--- src/rtl/number_sprite_pkg.sv ---
// Shared constants and types for the digit sprite renderer.
package number_sprite_pkg;

  localparam int SPRITE_W = 20;
  localparam int SPRITE_H = 20;
  localparam int PIX_W    = 8;
  localparam logic [PIX_W-1:0] TRANSPARENT = 8'h00;

  // Raster coordinate type (10-bit covers a 640x480 screen).
  localparam int COORD_W  = 10;
  localparam int SCREEN_W = 640;
  localparam int SCREEN_H = 480;
  typedef logic [COORD_W-1:0] coord_t;

  typedef enum logic [1:0] {
    IDLE = 2'd0,
    WAIT = 2'd1,
    DRAW = 2'd2,
    DONE = 2'd3
  } state_e;

endpackage

--- src/rtl/sprite_delay_line.sv ---
// N-stage, W-bit shift register with synchronous clear.
// Keeps per-pixel side information aligned with the ROM read pipeline.
module sprite_delay_line #(
  parameter int N = 2,
  parameter int W = 1
) (
  input  logic         i_clk2,
  input  logic         i_rst,
  input  logic [W-1:0] d,
  output logic [W-1:0] q
);

  logic [N-1:0][W-1:0] pipe;

  // Shift one stage per clock; reset empties every stage.
  always_ff @(posedge i_clk2) begin
    if (i_rst) begin
      pipe <= '0;
    end else begin
      pipe[0] <= d;
      for (int i = 1; i < N; i++) pipe[i] <= pipe[i-1];
    end
  end

  assign q = pipe[N-1];

endmodule

--- src/rtl/number_sprite_renderer.sv ---
// Digit sprite address generator and compositor.
// Screen coordinate -> ROM address (stage 1), ROM data (stage 2),
// colour-keyed composite over background (stage 3).
// Optional: define NUMBER_SPRITE_SCALE2X_EN to draw each texel as 2x2 pixels.
module number_sprite_renderer #(
  parameter int SPRITE_W = number_sprite_pkg::SPRITE_W,
  parameter int SPRITE_H = number_sprite_pkg::SPRITE_H,
  parameter int ADDR_W   = 10,
  parameter int PIX_W    = number_sprite_pkg::PIX_W,
  parameter logic [PIX_W-1:0] TRANSPARENT = number_sprite_pkg::TRANSPARENT
) (
  input  logic              i_clk2,
  input  logic              i_rst,
  input  logic              i_frame_start,
  input  logic [9:0]        i_x,
  input  logic [9:0]        i_y,
  input  logic              i_pix_valid,
  input  logic [9:0]        i_pos_x,
  input  logic [9:0]        i_pos_y,
  input  logic [PIX_W-1:0]  i_bg_pixel,
  output logic [ADDR_W-1:0] o_numberaddr,
  input  logic [PIX_W-1:0]  i_numberdata,
  output logic [PIX_W-1:0]  o_pixel,
  output logic              o_pixel_valid,
  output logic              o_sprite_hit
);
  import number_sprite_pkg::*;

`ifdef NUMBER_SPRITE_SCALE2X_EN
  localparam int FOOT_W = 2 * SPRITE_W;
  localparam int FOOT_H = 2 * SPRITE_H;
`else
  localparam int FOOT_W = SPRITE_W;
  localparam int FOOT_H = SPRITE_H;
`endif
  localparam int ROW_W = $clog2(SPRITE_H + 1);
  localparam logic [10:0] FOOT_W_X = 11'(FOOT_W);
  localparam logic [10:0] FOOT_H_X = 11'(FOOT_H);
  localparam logic [ADDR_W-1:0] ROW_STEP = ADDR_W'(SPRITE_W);
  localparam int TAG_W = PIX_W + 2;

  state_e              state_q, state_d;
  coord_t              pos_x_q, pos_y_q;
  logic [ADDR_W-1:0]   row_base_q, row_base_nxt, col;
  logic [ROW_W-1:0]    row_q, cur_row;
  logic [10:0]         x_w, y_w, px_w, py_w, dx, dy;
  logic                in_x, in_y, hit, last_hit;
  logic [TAG_W-1:0]    tag_d, tag_q;
  logic                d_hit, d_valid;
  logic [PIX_W-1:0]    d_bg;

  // 11-bit arithmetic so a sprite hanging off the right/bottom edge clips
  // instead of wrapping back onto column/row 0.
  assign x_w  = {1'b0, i_x};
  assign y_w  = {1'b0, i_y};
  assign px_w = {1'b0, pos_x_q};
  assign py_w = {1'b0, pos_y_q};
  assign dx   = x_w - px_w;
  assign dy   = y_w - py_w;
  assign in_x = (x_w >= px_w) && (x_w < px_w + FOOT_W_X);
  assign in_y = (y_w >= py_w) && (y_w < py_w + FOOT_H_X);

  // A frame_start cycle only re-arms; it never issues a texel itself.
  assign hit = i_pix_valid && in_x && in_y && !i_frame_start &&
               ((state_q == WAIT) || (state_q == DRAW));
  assign last_hit = hit && (dx == FOOT_W_X - 11'd1) && (dy == FOOT_H_X - 11'd1);

`ifdef NUMBER_SPRITE_SCALE2X_EN
  assign col     = ADDR_W'(dx >> 1);
  assign cur_row = ROW_W'(dy >> 1);
`else
  assign col     = ADDR_W'(dx);
  assign cur_row = ROW_W'(dy);
`endif

  // Row base moves by one sprite row whenever the texel row changes, so a
  // right-clipped row (last column never seen) still advances correctly.
  assign row_base_nxt = (cur_row == row_q) ? row_base_q : row_base_q + ROW_STEP;

  // State register.
  always_ff @(posedge i_clk2) begin
    if (i_rst) state_q <= IDLE;
    else       state_q <= state_d;
  end

  // Next-state: frame_start always restarts; the final texel ends the frame.
  always_comb begin
    state_d = state_q;
    if (i_frame_start) begin
      state_d = WAIT;
    end else begin
      case (state_q)
        WAIT:    if (last_hit) state_d = DONE;
                 else if (hit) state_d = DRAW;
        DRAW:    if (last_hit) state_d = DONE;
        default: state_d = state_q;
      endcase
    end
  end

  // Stage 1: latch sprite position per frame and register the ROM address.
  always_ff @(posedge i_clk2) begin
    if (i_rst) begin
      pos_x_q      <= '0;
      pos_y_q      <= '0;
      row_base_q   <= '0;
      row_q        <= '0;
      o_numberaddr <= '0;
    end else if (i_frame_start) begin
      pos_x_q    <= i_pos_x;
      pos_y_q    <= i_pos_y;
      row_base_q <= '0;
      row_q      <= '0;
    end else if (hit) begin
      o_numberaddr <= row_base_nxt + col;
      row_base_q   <= row_base_nxt;
      row_q        <= cur_row;
    end
  end

  // Hit/valid/background ride alongside the address and ROM stages.
  assign tag_d = {hit, i_pix_valid, i_bg_pixel};

  sprite_delay_line #(.N(2), .W(TAG_W)) u_align (
    .i_clk2 (i_clk2),
    .i_rst  (i_rst),
    .d      (tag_d),
    .q      (tag_q)
  );

  assign d_hit   = tag_q[TAG_W-1];
  assign d_valid = tag_q[TAG_W-2];
  assign d_bg    = tag_q[PIX_W-1:0];

  // Stage 3: colour-keyed composite; blanked output is forced to zero.
  always_ff @(posedge i_clk2) begin
    if (i_rst) begin
      o_pixel       <= '0;
      o_pixel_valid <= 1'b0;
      o_sprite_hit  <= 1'b0;
    end else begin
      o_pixel_valid <= d_valid;
      if (!d_valid) begin
        o_pixel      <= '0;
        o_sprite_hit <= 1'b0;
      end else if (d_hit && (i_numberdata != TRANSPARENT)) begin
        o_pixel      <= i_numberdata;
        o_sprite_hit <= 1'b1;
      end else begin
        o_pixel      <= d_bg;
        o_sprite_hit <= 1'b0;
      end
    end
  end

endmodule

--- config.mk ---
export PLATFORM = sky130hd
export DESIGN_NAME = number_sprite_renderer
export DESIGN_NICKNAME = d
export VERILOG_FILES = /design/src/rtl/number_sprite_pkg.sv /design/src/rtl/sprite_delay_line.sv /design/src/rtl/number_sprite_renderer.sv
export SDC_FILE = /design/constraint.sdc
export NUM_CORES = 1
export LEC_CHECK = 0
export BUFFER_PORTS_ARGS = -buffer_cell sky130_fd_sc_hd__buf_4
export CORE_MARGIN = 3
export CORE_UTILIZATION = 25
export CTS_CLUSTER_SIZE = 30
export DETAILED_ROUTE_END_ITERATION = 6
export PLACE_DENSITY = 0.44
export SYNTH_ARGS = -nofsm -noshare
export SYNTH_HDL_FRONTEND = slang
export SYNTH_SLANG_ARGS = --single-unit
--- constraint.sdc ---
create_clock -name i_clk2 -period 3.8 [get_ports i_clk2]
set_input_delay 0.38 -clock i_clk2 [delete_from_list [all_inputs] [get_ports i_clk2]]
set_output_delay 0.38 -clock i_clk2 [all_outputs]
set_load 0.05 [all_outputs]
==> results of run 1 <==
-- cells in the mapped netlist, drive strengths merged, types with 3 or more instances --
master	instances
nor3	13
clkbuf	11
mux2i	27
nand2b	6
ha	48
fa	3
o2111ai	5
or4	4
nand3	10
a21o	10
a21boi	3
buf	8
xnor2	27
nor3b	5
nor2	59
nor2b	26
o21ai	17
nand4	7
or3	5
inv	39
a211oi	5
nor4	6
a31oi	4
nand3b	4
nand2	38
dfxtp	75
o211ai	4
o311ai	3
xor2	13
o21a	4
a21oi	35
-- layer usage --
layer	track usage (%)	routed length (um)	part of all wire [%]	vias to the layer above
met5	0	0	0	-
met4	3.56	172	1.3	0
met3	3.06	546	4.3	11
met2	21.2	6290	49	78
met1	15.1	5760	45	1915
li1	-	-	-	2143
-- power groups by stage --
| stage | Combinational (W) | Clock (W) | Sequential, W |
|---|---|---|---|
| final | 0.000609 | 0.000818 | 0.000827 |
| after global routing | 0.000681 | 0.000891 | 0.000829 |
| after CTS | 0.000595 | 0.000863 | 0.000826 |
| after detailed placement | 0.000588 | 0 | 0.000844 |
| after global placement | 0.000586 | 0 | 0.000843 |
| after floorplan | 0.000371 | 0 | 0.000846 |
-- state kept, by name (all words and copies together), names as in the netlist --
| name | count |
|---|---|
| pos_x_q | 10 |
| o_pixel_valid | 1 |
| pos_y_q | 10 |
| u_align.pipe | 10 |
| o_sprite_hit | 1 |
| row_q | 5 |
| o_pixel | 8 |
| row_base_q | 8 |
| o_numberaddr | 10 |
| state_q | 2 |
| u_align.q | 10 |
-- area by class of cell --
type                            count  area share, %
Inverter                           39           2.32
Timing Repair Buffer              113           13.5
Sequential cell                    75           23.8
Clock buffer                       10           3.63
Clock inverter                      6          0.774
Multi-Input combinational cell    420           50.8
Tap cell                          260           5.16
-- logic make-up (layout without fill, tap and decap cells) --
family          Yosys count  in the layout  synth area share [%]
xor+xnor                 42             42                  8.35
compound gates          107            107                  15.3
flops                    75             75                  31.1
simple gates            192            192                  20.7
buf+inv                  58            168                  4.98
mux                      28             28                  5.91
fa+ha+maj                51             51                  13.7
-- worst max-delay path by stage --
| stage | slack [ns] | cells after the start | endpoint |
|---|---|---|---|
| 2_1_floorplan | 0.04 | 19 | o_numberaddr[9]$_SDFFE_PP0P_ |
| 3_3_place_gp | -0.26 | 20 | o_numberaddr[9]$_SDFFE_PP0P_ |
| 3_5_place_dp | -0.25 | 20 | o_numberaddr[9]$_SDFFE_PP0P_ |
| 4_1_cts | 0.02 | 18 | o_numberaddr[9]$_SDFFE_PP0P_ |
| 5_1_grt | -0.09 | 18 | o_numberaddr[9]$_SDFFE_PP0P_ |
| 6_report | 0.13 | 18 | o_numberaddr[9]$_SDFFE_PP0P_ |
-- cells in the final DEF, fill, tap and decap left out, types with 9 or more instances in the layout --
cell / count
buf_4: 112
xor2_1: 12
nand3_1: 10
mux2i_1: 27
clkbuf_16: 9
nor2b_1: 25
xnor2_1: 25
nor3_1: 10
nand2_1: 38
inv_1: 36
ha_1: 44
dfxtp_1: 73
nor2_1: 57
o21ai_0: 13
a21o_1: 10
a21oi_1: 32
-- stage by stage --
step,setup TNS [ns],utilization (%)
finish,0,33.5
floorplan,0,-
global placement,-0.549,31.5
global route,-0.123,33.5
CTS,0,33.0
detailed placement,-0.510,31.5
-- timing repair --
| item | CTS | global route |
|---|---|---|
| pin swaps | 2 | 18 |
| gates resized for setup | 2 | 25 |
| gates cloned | 0 | 0 |
| setup endpoints to repair | 1 | 4 |
| setup buffers | 0 | 2 |
==> results.toml, run 1 <==
[min_path]
hold_depth = 2
holdPathEnd = "u_align.pipe[2]$_SDFF_PP0_"
hp-start = "i_bg_pixel[2]"
hold_path_class = "in -> reg"

[worst_setup_path]
r2r_end = "o_numberaddr[9]$_SDFFE_PP0P_"
cp-startpoint = "pos_y_q[0]$_SDFFE_PP0P_"
critPathMaxStageDelay_ns = 0.42
worst_path_max_delay_cell = "fa_2"
crit_top_cell = "xnor2_1"
cp_num_buf_inv = 2
rr_worst_depth = 18
cp-end-kind = "flip-flop"
worstPathRequired_ns = 4.01
worstPathArrival_ns = 3.88
r2r_start = "pos_y_q[0]$_SDFFE_PP0P_"
crit_chain = "ha_4 > inv_2 > fa_2 > xor2_2 > xnor2_1 > nand3_1 > nor3_4 > buf_6 > nor2_4 > xor2_1 > ha_1 > a211oi_2 > o21ai_1 > o211ai_1 > xnor2_1 > xnor3_1 > mux2i_1 > nor2_1"
start_kind = "flip-flop"
critPathMaxFanout = 8
critPathTopFamily = "adder cells"
critical_path_class = "reg -> reg"
r2r_setup_slack_ns = 0.13

[layout]
instances_no_fill = 923
layout-drive-gt1-share_pct = 25.2
syn_to_final_growth_pct = 30.7
final_area_sq_um = 6310
n_antenna_cell = 0
multi_input_area_sq_um = 3200
seqCellArea_sq_um = 1500
fin_nets = 769
fill_cells = 2004

[place]
gp_congestion = 0.771
post-dp-hpwl_um = 9820
dp.cells = 906
post_dp_cell_area_sq_um = 5920
place_ws_ns = -0.255
numPortBuffers = 79

[yosys]
async_flop_share_pct = 0
synth_flop_cell = "dfxtp_1"
syn_nets = 664
synth_top_area_share_pct = 31.1
synth.cell_area_sq_um = 4830
ys_seq_elements = 75
synth-warning-count = 0
synth_edf_count = 0
synthTopCellsByArea = "dfxtp_1 (31%), ha_1 (12%), mux2i_1 (5.6%)"
syn_inst = 553
syn_area_per_cell_sq_um = 8.73
synth.distinct_cells = 70
yosysSeqAreaShare_pct = 31.1
synth_top_area_cell = "dfxtp_1"

[floorplan]
start_util_pct = 25.6
rows = 50
dieHeight_um = 145
die_x_um = 145
core_area_sq_um = 18800
dieArea_sq_um = 21000
io_pins = 80

[drt]
detail_route.iter0.violations = 137
routed_wl_um = 12800
antenna_left = 0
drt-pass1-iter-count = 4
drcViolationCount = 0
via_per_inst = 4.49
avgRoutedWirePerCell_um = 13.8
num_vias = 4147

[power_and_ir_drop]
power_leakage_nw = 2.63
p_seq_share_pct = 36.7
p_per_area_nw_per_um2 = 357
p_total_w = 0.00225
intPower_w = 0.00156
p_sw_share_pct = 30.9
vdd_ir_drop_max_mv = 0.252
pwr-share-comb_pct = 27.0
p_switching_w = 0.000695
clkPwrFrac_pct = 36.3

[clocking]
clock_tree.root_cell = "clkbuf_16"
ctsHoldBuffers = 0
cts_tree = "yes"
cts.path.max_buffers = 2
clkLatencyLatePin_ns = 0.35
cts_buffers = 9
htreeDepth = 3
clk_pin_slew_ns = 0.07
clock-sinks = 75

[sta]
period_share_pct = 96.6
finalHoldViolCount = 0
fin_ws_ns = 0.131
worst_pin_slew_ns = 0.840
maxSlewHeadroom_pct = 44.0
max_freq_ghz = 0.273
grt_setup_unrepaired = "true"
finClkSkew_ns = 0.0130
setup_violations = 0
slew_viol_final = 0
hold_ws_ns = 0.247
fin_crit_ns = 3.67

[global_route]
antenna_found_initial = 0
grt_overflow_total = 0
grt_use_total_pct = 12.3
grt_start_max_net_pins = 56
grt_first_pass_wirelength_um = 21000
grt_pass1_vias = 4276

[run_status]
outcome = "complete, no violations"

[flow_run]
maxCapViolations = 0
No activity file was read; power rests on OpenSTA's default activity.
==> inputs of run 2 (changes only) <==
- BUFFER_PORTS_ARGS: -buffer_cell sky130_fd_sc_hd__buf_4 -> unset
- DONT_BUFFER_PORTS: unset -> 1
- PLACE_DENSITY: 0.44 -> 0.41
==> results.toml, run 2 (synthesis results as in run 1) <==
[run_status]
outcome = "complete, no violations"

[worst_setup_path]
critical_path_class = "reg -> reg"
cp_num_buf_inv = 2
worst_path_max_delay_cell = "fa_2"
cp-end-kind = "flip-flop"
critPathTopFamily = "XOR/XNOR gates"
crit_top_cell = "xnor2_1"
r2r_setup_slack_ns = 0.05
start_kind = "flip-flop"
crit_chain = "ha_4 > inv_2 > fa_2 > a31oi_4 > xnor2_2 > xor2_1 > nor3_4 > buf_4 > or3_4 > xnor2_1 > ha_2 > or3_1 > o211ai_1 > xnor2_1 > xnor3_1 > mux2i_1 > nor2_1"
r2r_end = "o_numberaddr[9]$_SDFFE_PP0P_"
critPathMaxFanout = 4
critPathMaxStageDelay_ns = 0.42
worstPathRequired_ns = 4.04
worstPathArrival_ns = 3.99
r2r_start = "pos_y_q[0]$_SDFFE_PP0P_"
rr_worst_depth = 17

[layout]
layout-drive-gt1-share_pct = 14.7
n_antenna_cell = 0
syn_to_final_growth_pct = 18.4
fill_cells = 1988
instances_no_fill = 846
seqCellArea_sq_um = 1500
multi_input_area_sq_um = 3170
mostFrequentLayoutCells = "dfxtp_1 (74), nor2_1 (58), ha_1 (44)"
utilization_pct = 30.4
final_area_sq_um = 5720
fin_nets = 692
final_common_cell = "dfxtp_1"

[drt]
via_per_inst = 4.63
detail_route.iter0.violations = 119
antenna_left = 0
avgRoutedWirePerCell_um = 14.8
num_vias = 3918
drt-pass1-iter-count = 4
routed_wl_um = 12500
drcViolationCount = 0

[floorplan]
dieHeight_um = 145
start_util_pct = 25.6
rows = 50
die_x_um = 145
core_area_sq_um = 18800
io_pins = 80
dieArea_sq_um = 21000

[sta]
finalHoldViolCount = 0
slew_viol_final = 0
worst_pin_slew_ns = 0.886
finClkSkew_ns = 0.00950
maxSlewHeadroom_pct = 40.9
period_share_pct = 98.8
fin_crit_ns = 3.75
fin_setup_tns_ns = 0
max_freq_ghz = 0.266
grt_setup_unrepaired = "true"
setup_violations = 0

[place]
post-dp-hpwl_um = 9710
numPortBuffers = 0
dp.cells = 824
gp_congestion = 0.794
post_dp_cell_area_sq_um = 5310

[min_path]
hp-start = "i_rst"
hold_path_class = "in -> reg"
holdPathEnd = "u_align.pipe[5]$_SDFF_PP0_"
hold_depth = 1

[clocking]
clkLatencyLatePin_ns = 0.35
clk_pin_slew_ns = 0.07
cts.path.max_buffers = 2
clock_tree.root_cell = "clkbuf_16"
cts_tree = "yes"
cts_buffers = 9
ctsHoldBuffers = 0
clock-sinks = 75
htreeDepth = 3

[power_and_ir_drop]
vdd_ir_drop_max_mv = 0.199
p_per_area_nw_per_um2 = 390
power_leakage_nw = 2.26
p_total_w = 0.00223

[flow_run]
maxCapViolations = 0

[global_route]
grt_use_total_pct = 11.9
grt_first_pass_wirelength_um = 20300
grt_pass1_vias = 3924
antenna_found_initial = 0
grt_overflow_total = 0
grt_start_max_net_pins = 56
==> run 2: cell types whose count changed in the layout (fill, tap and decap cells not counted), sizes merged <==
cell / before / now
buf: 113 / 36
inv: 41 / 44
clkinvlp: 3 / 1
clkbuf: 10 / 9
==> run 2: through the flow <==
step | setup slack [ns] | hold slack (ns)
after floorplan | 0.0360 | 0.414
after global placement | -0.171 | 0.418
after detailed placement | -0.185 | 0.428
after CTS | 0.000935 | 0.0895
after global routing | -0.147 | 0.0897
final | 0.0470 | 0.107
==> run 2: final cells by class <==
| type | instances | area share (%) |
|---|---|---|
| clock buffers | 9 | 3.94 |
| clock inverters | 7 | 1.14 |
| inverters | 39 | 2.56 |
| multi-input cells | 420 | 55.5 |
| flip-flops and latches | 75 | 26.3 |
| well taps | 260 | 5.69 |
| repair buffers | 36 | 4.86 |
==> run 2: worst reg2reg max path, stage by stage, from the launching register on <==
cell      delay [ns]
dfxtp_2         0.36
ha_4            0.14
inv_2           0.04
fa_2            0.42
a31oi_4         0.21
xnor2_2         0.15
xor2_1          0.31
nor3_4          0.11
buf_4           0.15
or3_4           0.39
xnor2_1         0.14
ha_2            0.19
or3_1           0.31
o211ai_1        0.13
xnor2_1         0.16
xnor3_1         0.23
mux2i_1         0.13
nor2_1          0.06
==> run 2: per-layer routing <==
| metal | share of wire (%) | up-vias | global-route usage [%] |
|---|---|---|---|
| li1 | - | 1990 | - |
| met2 | 48 | 83 | 20.4 |
| met4 | 1.5 | 0 | 3.28 |
| met3 | 5.7 | 12 | 3.47 |
| met5 | 0 | - | 0 |
| met1 | 45 | 1833 | 14.8 |
==> run 2: power by group <==
part | switching, W | internal, W
sequential | 0.0000216 | 0.000811
clock | 0.000397 | 0.000460
combinational | 0.000277 | 0.000265
==> run 2: how the worst max path moves through the flow <==
stage,start,endpoint,slack (ns),depth (start not counted)
global placement,i_y[0],o_numberaddr[9]$_SDFFE_PP0P_,-0.17,19
floorplan,i_y[0],o_numberaddr[9]$_SDFFE_PP0P_,0.04,19
global route,pos_y_q[0]$_SDFFE_PP0P_,o_numberaddr[9]$_SDFFE_PP0P_,-0.15,19
CTS,pos_y_q[0]$_SDFFE_PP0P_,o_numberaddr[9]$_SDFFE_PP0P_,0.0009,18
finish,pos_y_q[0]$_SDFFE_PP0P_,o_numberaddr[9]$_SDFFE_PP0P_,0.05,17
detailed placement,i_y[0],o_numberaddr[9]$_SDFFE_PP0P_,-0.18,19
==> run 2: timing repair <==
item	4_1_cts	5_1_grt
buffers inserted	0	7
gates resized for setup	3	16
pin swaps	6	19
endpoints found under the setup margin	3	4
